**src/rtl/inst_fetch_ctrl_if.sv**
```systemverilog
// Fetch-side bus: instruction memory port, decode handshake, redirect input and status.
interface inst_fetch_ctrl_if;
    logic [7:0]  instAddr;
    logic [31:0] instruction;
    logic        fetchValid;
    logic        fetchReady;
    logic [31:0] fetchInst;
    logic [7:0]  fetchPc;
    logic        redirectValid;
    logic [7:0]  redirectTarget;
    logic        alignErr;
    logic        halted;

    modport master (
        output instAddr, fetchValid, fetchInst, fetchPc, alignErr, halted,
        input  instruction, fetchReady, redirectValid, redirectTarget
    );

    modport slave (
        input  instAddr, fetchValid, fetchInst, fetchPc, alignErr, halted,
        output instruction, fetchReady, redirectValid, redirectTarget
    );
endinterface

```
**src/rtl/inst_fetch_ctrl.sv**
```systemverilog
// Fetch sequencer: owns the PC, registers memory words into a one-entry
// valid/ready stage, and handles redirects, halt word and end-of-program.
module inst_fetch_ctrl #(
    parameter logic [7:0]  RESET_PC  = 8'd0,
    parameter logic [7:0]  PC_LIMIT  = 8'd124,
    parameter logic [31:0] HALT_WORD = 32'hFFFF_FFFF
) (
    input logic             clk,
    input logic             rst_n,
    inst_fetch_ctrl_if.master bus
);
    typedef enum logic [1:0] {IDLE, RUN, HALT} state_t;

    state_t      state, stateNext;
    logic [7:0]  pc, pcNext;
    logic        fetchValid;
    logic [31:0] fetchInst;
    logic [7:0]  fetchPc;
    logic        alignErr;
    logic        halted;

    logic        load;
    logic        redirAcc;
    logic        stopFetch;
    logic [7:0]  alignedTgt;

    always_comb begin
        redirAcc   = bus.redirectValid && (state != IDLE);
        alignedTgt = bus.redirectTarget & 8'hFC;
        load       = (state == RUN) && !bus.redirectValid && (!fetchValid || bus.fetchReady);
        stopFetch  = (pc == PC_LIMIT) || (bus.instruction == HALT_WORD);
    end

    // Redirect outranks everything; a load of the last/halt word parks the PC.
    always_comb begin
        stateNext = state;
        pcNext    = pc;
        if (state == IDLE) begin
            stateNext = RUN;
        end else if (redirAcc) begin
            pcNext    = alignedTgt;
            stateNext = (alignedTgt <= PC_LIMIT) ? RUN : HALT;
        end else if (load) begin
            if (stopFetch) stateNext = HALT;
            else           pcNext    = pc + 8'd4;
        end
    end

    always_ff @(posedge clk or negedge rst_n) begin
        if (!rst_n) begin
            state <= IDLE;
            pc    <= RESET_PC;
        end else begin
            state <= stateNext;
            pc    <= pcNext;
        end
    end

    always_ff @(posedge clk or negedge rst_n) begin
        if (!rst_n) begin
            fetchValid <= 1'b0;
            fetchInst  <= '0;
            fetchPc    <= '0;
            alignErr   <= 1'b0;
            halted     <= 1'b0;
        end else begin
            alignErr <= redirAcc && (bus.redirectTarget[1:0] != 2'b00);
            halted   <= (stateNext == HALT);
            if (redirAcc) begin
                fetchValid <= 1'b0;
            end else if (load) begin
                fetchValid <= 1'b1;
                fetchInst  <= bus.instruction;
                fetchPc    <= pc;
            end else if (fetchValid && bus.fetchReady) begin
                fetchValid <= 1'b0;
            end
        end
    end

    assign bus.instAddr   = pc;
    assign bus.fetchValid = fetchValid;
    assign bus.fetchInst  = fetchInst;
    assign bus.fetchPc    = fetchPc;
    assign bus.alignErr   = alignErr;
    assign bus.halted     = halted;
endmodule
```
**src/flat_wrapper.sv**
```systemverilog
// flat-port wrapper written by rule: the top's interface ports become plain ports
module inst_fetch_ctrl_flat 
#(
    parameter logic [7:0]  RESET_PC  = 8'd0,
    parameter logic [7:0]  PC_LIMIT  = 8'd124,
    parameter logic [31:0] HALT_WORD = 32'hFFFF_FFFF
)
  (clk, rst_n, bus_instAddr, bus_fetchValid, bus_fetchInst, bus_fetchPc, bus_alignErr, bus_halted, bus_instruction, bus_fetchReady, bus_redirectValid, bus_redirectTarget);
  inst_fetch_ctrl_if bus_i ();
  input logic clk;
  input logic rst_n;
  output wire logic [$bits(bus_i.instAddr)-1:0] bus_instAddr;
  output wire logic [$bits(bus_i.fetchValid)-1:0] bus_fetchValid;
  output wire logic [$bits(bus_i.fetchInst)-1:0] bus_fetchInst;
  output wire logic [$bits(bus_i.fetchPc)-1:0] bus_fetchPc;
  output wire logic [$bits(bus_i.alignErr)-1:0] bus_alignErr;
  output wire logic [$bits(bus_i.halted)-1:0] bus_halted;
  input wire logic [$bits(bus_i.instruction)-1:0] bus_instruction;
  input wire logic [$bits(bus_i.fetchReady)-1:0] bus_fetchReady;
  input wire logic [$bits(bus_i.redirectValid)-1:0] bus_redirectValid;
  input wire logic [$bits(bus_i.redirectTarget)-1:0] bus_redirectTarget;
  assign bus_instAddr = bus_i.instAddr;
  assign bus_fetchValid = bus_i.fetchValid;
  assign bus_fetchInst = bus_i.fetchInst;
  assign bus_fetchPc = bus_i.fetchPc;
  assign bus_alignErr = bus_i.alignErr;
  assign bus_halted = bus_i.halted;
  assign bus_i.instruction = bus_instruction;
  assign bus_i.fetchReady = bus_fetchReady;
  assign bus_i.redirectValid = bus_redirectValid;
  assign bus_i.redirectTarget = bus_redirectTarget;
  inst_fetch_ctrl #(.RESET_PC(RESET_PC), .PC_LIMIT(PC_LIMIT), .HALT_WORD(HALT_WORD)) u_core (.clk(clk), .rst_n(rst_n), .bus(bus_i));
endmodule
```
**config.mk**
```make
export PLATFORM = sky130hd
export DESIGN_NAME = inst_fetch_ctrl_flat
export DESIGN_NICKNAME = d
export VERILOG_FILES = /design/src/rtl/inst_fetch_ctrl_if.sv /design/src/rtl/inst_fetch_ctrl.sv /design/src/flat_wrapper.sv
export SDC_FILE = /design/constraint.sdc
export NUM_CORES = 1
export LEC_CHECK = 0
export BUFFER_PORTS_ARGS = -buffer_cell sky130_fd_sc_hd__buf_2
export CAP_MARGIN = 20
export CORE_ASPECT_RATIO = 0.6
export CORE_MARGIN = 1.5
export CORE_UTILIZATION = 25
export DETAILED_ROUTE_END_ITERATION = 16
export GPL_TIMING_DRIVEN = 0
export PLACE_DENSITY = 0.46
export SLEW_MARGIN = 10
export SYNTH_ARGS = -nofsm -noshare
export SYNTH_HDL_FRONTEND = slang
export SYNTH_SLANG_ARGS = --single-unit
export TNS_END_PERCENT = 100
```
**constraint.sdc**
```tcl
create_clock -name clk -period 2.2 [get_ports clk]
set_input_delay 0.22 -clock clk [delete_from_list [all_inputs] [get_ports clk]]
set_output_delay 0.22 -clock clk [all_outputs]
set_load 0.01 [all_outputs]
```
# ---- Word-level counts from Yosys, hierarchy flattened
# Cells that the tools add are included.
dict set report word_totals {
  ff_bits 53
  in_bits 44
  wordCells 43
  out_inout_bits 51
}
dict set report op_classes {
  n_lt_le_gt_ge 1
  n_addsub 1
  n_eq_ne 5
  mux 11
  n_bitwise 2
  reduce_logical 16
}
# operator count
set ops {}
lappend ops {{$eq A32 B32 Y1 const B} 1}
lappend ops {{$mux W8} 3}
lappend ops {{$mux W2} 5}
lappend ops {{$add A8 B3 Y8 const B} 1}
lappend ops {{$eq A8 B7 Y1 const B} 1}
lappend ops {{$le A8 B7 Y1 const B} 1}
lappend ops {{$reduce_bool A2 Y1} 3}
lappend ops {{$logic_and A1 B1 Y1} 5}
lappend ops {{$mux W1} 3}
lappend ops {{$reduce_and A3 Y1} 1}
lappend ops {{$reduce_bool A3 Y1} 1}
lappend ops {{$eq A2 B1 Y1 const B} 1}
lappend ops {{$eq A2 B2 Y1 const B} 1}
lappend ops {{$logic_not A1 Y1} 2}
lappend ops {{$logic_not A2 Y1} 1}
lappend ops {{$logic_or A1 B1 Y1} 2}
lappend ops {{$ne A2 B1 Y1 const B} 1}
lappend ops {{$not A1 Y1} 2}
lappend ops {{$reduce_and A2 Y1} 1}

# ---- Longest topological paths before layout
dict set report depth {
  ltp_word 7
  mapped_depth 6
  ltp_nobuf 6
}

# ---- Worst setup path before layout
# No wires, ideal clock.
dict set report synth_path {
  path_kind {flip-flop to flip-flop}
  from {reg u_core.pc[2], in the netlist u_core.bus.instAddr[2]}
  to {reg u_core.pc[5], in the netlist u_core.bus.instAddr[5]}
  arrival_time_ns 1.597
  setup_slack_ns 0.521
  setup_time_ns 0.082
  n_path_buf 0
  synth_period_minus_slack_ns 1.679
  required_time_ns 2.118
  path_stages_with_launch 7
  path_cell_list {dfrtp_1 ha_1 nand2_1 nor3_1 a21o_1 or4_1 a31oi_1}
}
dict set report synth_between {
  elab_chain_len 4
  elab_cells_between_ends 8
  classes_between {add/sub: 1; eq/ne: 2; mux: 3; reduce/logical: 2}
}
# item line_no
set synth_rtl {}
lappend synth_rtl {{from (decl)} inst_fetch_ctrl.sv:15} ;# logic [7:0] pc, pcNext;
lappend synth_rtl {{from (signal assigned)} inst_fetch_ctrl.sv:55} ;# pc <= pcNext;
lappend synth_rtl {{$add A8 B3 Y8 or $eq A8 B7 Y1 (tied branches)} {inst_fetch_ctrl.sv:45, inst_fetch_ctrl.sv:31}}
lappend synth_rtl {{$mux W8 or $logic_or A1 B1 Y1 (tied branches)} {inst_fetch_ctrl.sv:44, inst_fetch_ctrl.sv:31}}
lappend synth_rtl {{$mux W8 or $ne A2 B1 Y1 (tied branches)} n/a}
lappend synth_rtl {{$mux W8 or $reduce_and A3 Y1 (tied branches)} n/a}
# Parallel ways exist; a longest one is shown, timed or not. The select of a mux whose other input is x is not followed.
# A chain may end at the register's enable or synchronous reset.

# ---- Worst setup path in the final report
dict set report layout_path {
  from {reg u_core.fetchValid, in the netlist u_core.bus.fetchValid}
  to {reg u_core.pc[2], in the netlist u_core.bus.instAddr[2]}
}
dict set report layout_between {
  elab_chain_len 5
}
# item line_no
set layout_rtl {}
lappend layout_rtl {{from (decl)} inst_fetch_ctrl.sv:16} ;# logic fetchValid;
lappend layout_rtl {{from (signal assigned)} inst_fetch_ctrl.sv:61} ;# fetchValid <= 1'b0;
lappend layout_rtl {{from (signal assigned)} inst_fetch_ctrl.sv:70} ;# fetchValid <= 1'b0;
lappend layout_rtl {{from (signal assigned)} inst_fetch_ctrl.sv:72} ;# fetchValid <= 1'b1;
lappend layout_rtl {{$logic_not A1 Y1} inst_fetch_ctrl.sv:30} ;# load = (state == RUN) && !bus.redirectValid && (!fetchValid || bus.fetchReady);
lappend layout_rtl {{$logic_or A1 B1 Y1} inst_fetch_ctrl.sv:30}
lappend layout_rtl {{$logic_and A1 B1 Y1} inst_fetch_ctrl.sv:30}
lappend layout_rtl {{$reduce_bool A2 Y1 (no source line)} n/a}
lappend layout_rtl {{$reduce_and A3 Y1 (no source line)} n/a}
# Every way passes these cells.

==> impl_metrics.json <==
{
  "status": "complete, no violations",
  "setup.worst_path.end_class": "flip-flop",
  "final_area_um2": 2930,
  "regToRegSetupSlack_ns": 0.38,
  "number_of_cells_on_the_worst_reg_to_reg_path": 6,
  "slew-limit-headroom_pct": 55.6,
  "dp_hpwl_mm": 4.75,
  "synth_top_cells_by_area": "sky130_fd_sc_hd__dfrtp_1 58%, sky130_fd_sc_hd__nand2_1 21%, sky130_fd_sc_hd__nand4_1 2.4%",
  "final_net_count": 392,
  "synth.largest_area_cell": "sky130_fd_sc_hd__dfrtp_1",
  "timing_hold_violations_final": 0,
  "gpl.final_weighted_congestion": 0.735,
  "detail_route.first_pass.iterations": 4,
  "antenna_cells_inserted": 0,
  "holdPathEnd": "u_core.bus.fetchInst[17]",
  "rsz0062_at_grt": "no",
  "netlist_instances": 244,
  "timing_worst_setup_path_type": "flip-flop to flip-flop",
  "critPathLaunchType": "flip-flop",
  "syn-cell-area_um2": 2130,
  "n_fill_cell": 860,
  "max_cap_violations": 0,
  "hold_class": "input pin to flip-flop",
  "finalWirelength_mm": 6.26,
  "track_usage_pct": 14.3,
  "layout_min_cycle_time_ns": 1.82,
  "cts.clk_slew.worst_paths_ns": 0.07,
  "hold_path_startpoint": "bus_instruction[17]",
  "power-per-cell-area_nw_per_um2": 1290,
  "grt_pass1_vias": 1753,
  "irDropWorstVdd_uv": 407,
  "std_cell_rows": 25,
  "grt_start_max_net_pins": 33,
  "multiInputGateArea_um2": 833,
  "arrival_ns": 1.97,
  "total_congestion_overflow": 0,
  "skew_final_ns": 0.00756,
  "whs_path_depth": 3,
  "finalMaxSlewViolations": 0,
  "seq_area_frac_synth_pct": 57.6,
  "cts_sinks": 49,
  "required_ns": 2.36,
  "clk-insertion-delay-late_ns": 0.29,
  "number_of_antenna_violations_at_the_first_check_in_global_routing": 0,
  "dieArea_um2": 9100,
  "yosys.area.top_type_share_pct": 57.6,
  "syn-mean-instance-area_um2": 8.73,
  "instances_no_fill": 455,
  "tightest_slew_ns": 0.659,
  "largest_fanout_on_the_critical_path": 10,
  "areaGrowthSynthToFinish_pct": 37.5,
  "ctsLongestPathBuffers": 2,
  "initial_utilization_pct": 26.4,
  "yosysWarnings": 0,
  "fin_tns_setup_ns": 0,
  "register_area_um2": 1230,
  "io_pins": 95,
  "port_buffers": 90,
  "setup_viol_count_final": 0,
  "grt_pass1_wl_mm": 9.58,
  "die_height_um": 74.5,
  "critical_path.reg2reg.endpoint": "u_core.bus.instAddr[2]",
  "post-route-period-util_pct": 82.5,
  "numCtsBuffers": 5,
  "drive_gt1_share_pct": 30.8,
  "postRouteAntennaNets": 0,
  "drt-wirelength-per-cell_um": 13.7,
  "placement.cell_area_um2": 2750,
  "dp_cells": 446,
  "detailroute.via_count": 1981,
  "initialDrtViolationCount": 92,
  "startpoint_of_the_worst_register_to_register_path": "u_core.bus.fetchValid",
  "htreeDepth": 2,
  "yosys_register_bits": 49,
  "avgViaCountPerCell": 4.35,
  "core_um2": 8070,
  "leakagePower_nw": 1.58,
  "die_width_um": 122,
  "drc": 0,
  "tritoncts_clock_tree": "done",
  "yosysUniqueCellTypes": 27,
  "clock-root-buffer": "sky130_fd_sc_hd__clkbuf_16",
  "achievable-frequency_mhz": 551
}
## where the power goes
| part | internal, mW | switching [mW] | total, mW |
|---|---|---|---|
| Sequential | 1.31 | 0.264 | 1.57 |
| Combinational | 0.546 | 0.762 | 1.31 |
| Clock | 0.569 | 0.339 | 0.908 |
| Total | 2.42 | 1.37 | 3.79 |
## registers in the layout (all words and copies together), names as in the netlist
name / count
u_core.bus.halted: 1
u_core.bus.fetchPc: 6
u_core.bus.instAddr: 6
u_core.bus.fetchInst: 32
u_core.state: 2
u_core.bus.fetchValid: 1
u_core.bus.alignErr: 1
## stage by stage
| step | hold slack [ns] | setup slack, ns | util, % | power, mW |
|---|---|---|---|---|
| global route | 0.144 | 0.187 | 36.3 | 4.08 |
| global placement | 0.429 | 0.346 | 33.8 | 2.89 |
| CTS | 0.130 | 0.361 | 36.3 | 3.84 |
| detailed placement | 0.204 | 0.335 | 34.0 | 2.91 |
| finish | 0.136 | 0.384 | 36.3 | 3.79 |
| floorplan | -0.0756 | 0.521 | - | 2.26 |
## worst max-delay path by stage
| stage | startpoint | end | cells after the start |
|---|---|---|---|
| 4_1_cts | u_core.bus.fetchValid | u_core.bus.instAddr[2] | 6 |
| 5_1_grt | u_core.bus.fetchValid | u_core.bus.instAddr[2] | 6 |
| 6_report | u_core.bus.fetchValid | u_core.bus.instAddr[2] | 6 |
| 3_5_place_dp | bus_instruction[3] | u_core.bus.instAddr[7] | 6 |
| 3_3_place_gp | bus_instruction[3] | u_core.bus.instAddr[7] | 6 |
| 2_1_floorplan | u_core.bus.instAddr[2] | u_core.bus.instAddr[5] | 6 |
## synth_stat cells
| cell | n |
|---|---|
| sky130_fd_sc_hd__o21ai_0 | 6 |
| sky130_fd_sc_hd__conb_1 | 1 |
| sky130_fd_sc_hd__or4_1 | 4 |
| sky130_fd_sc_hd__o31ai_1 | 3 |
| sky130_fd_sc_hd__inv_1 | 2 |
| sky130_fd_sc_hd__a21o_1 | 1 |
| sky130_fd_sc_hd__o21a_1 | 1 |
| sky130_fd_sc_hd__buf_4 | 5 |
| sky130_fd_sc_hd__or2b_1 | 1 |
| sky130_fd_sc_hd__a21oi_1 | 3 |
| sky130_fd_sc_hd__nand2_1 | 118 |
| sky130_fd_sc_hd__nor3_1 | 3 |
| sky130_fd_sc_hd__or3_4 | 1 |
| sky130_fd_sc_hd__ha_1 | 2 |
| sky130_fd_sc_hd__a31oi_1 | 5 |
| sky130_fd_sc_hd__o211ai_1 | 1 |
| sky130_fd_sc_hd__dfrtp_1 | 49 |
| sky130_fd_sc_hd__buf_2 | 2 |
| sky130_fd_sc_hd__o31a_1 | 1 |
| sky130_fd_sc_hd__nand4_1 | 8 |
| sky130_fd_sc_hd__nor4_1 | 2 |
| sky130_fd_sc_hd__nand2b_4 | 1 |
| sky130_fd_sc_hd__nor2b_1 | 3 |
| sky130_fd_sc_hd__clkbuf_1 | 7 |
| sky130_fd_sc_hd__or3_1 | 2 |
| sky130_fd_sc_hd__nand3_1 | 3 |
| sky130_fd_sc_hd__nor2_1 | 9 |
## area by class of cell
cell class / count / share of cell area [%]
Sequential cell: 49 / 41.9
Clock buffer: 7 / 4.87
Tap cell: 108 / 4.61
Clock inverter: 1 / 1.03
Multi-Input combinational cell: 182 / 28.4
Buffer: 14 / 2.52
Timing Repair Buffer: 92 / 16.4
Inverter: 2 / 0.256
## repair_timing
action                     in CTS  in global routing
setup endpoints to repair       0                  0
resized for setup               0                  0
hold buffers                    1                  0
buffers inserted                0                  0
hold endpoints to repair       17                  0
## per-layer routing
metal / wire [µm] / share of wire (%) / track usage, % / up-vias
met5: 0 / 0 / 0 / -
met4: 44 / 0.70 / 3.49 / 0
met3: 495 / 7.9 / 4.75 / 7
met2: 2340 / 37 / 17.5 / 63
met1: 3370 / 54 / 22.9 / 907
li1: - / - / - / 1004
## cells in the final DEF, fill, tap and decap left out, drive strengths merged
cell           n
ha             2
inv            2
o211ai         1
or4            4
bufinv         1
dlygate4sd3    1
nand4          8
o21ai          6
nor4           2
or2b           1
nand3          3
nand2b         1
a21oi          3
nor3           3
buf           98
clkbuf        14
o31a           1
dfrtp         49
o31ai          3
a31oi          5
or3            3
nand2        118
conb           4
nor2b          3
o21a           1
a21o           1
nor2           9
## critical path, stage by stage, from the launching register on
cell and delay, ns:
sky130_fd_sc_hd__dfrtp_1 0.37, sky130_fd_sc_hd__nor2b_1 0.16, sky130_fd_sc_hd__or3_4 0.40, sky130_fd_sc_hd__buf_4 0.19, sky130_fd_sc_hd__clkbuf_1 0.24, sky130_fd_sc_hd__o21ai_0 0.23, sky130_fd_sc_hd__a31oi_1 0.10
## kinds of logic (layout without fill, tap and decap cells)
group / count (synthesis) / count (layout) / share of synthesized area [%]
simple gates: 155 / 155 / 31.1
flops: 49 / 49 / 57.6
compound gates: 21 / 21 / 6.11
buf+inv: 16 / 116 / 3.82
fa+ha+maj: 2 / 2 / 1.17
other cells: 1 / 4 / 0.176
(Power assumes the default switching activity.)
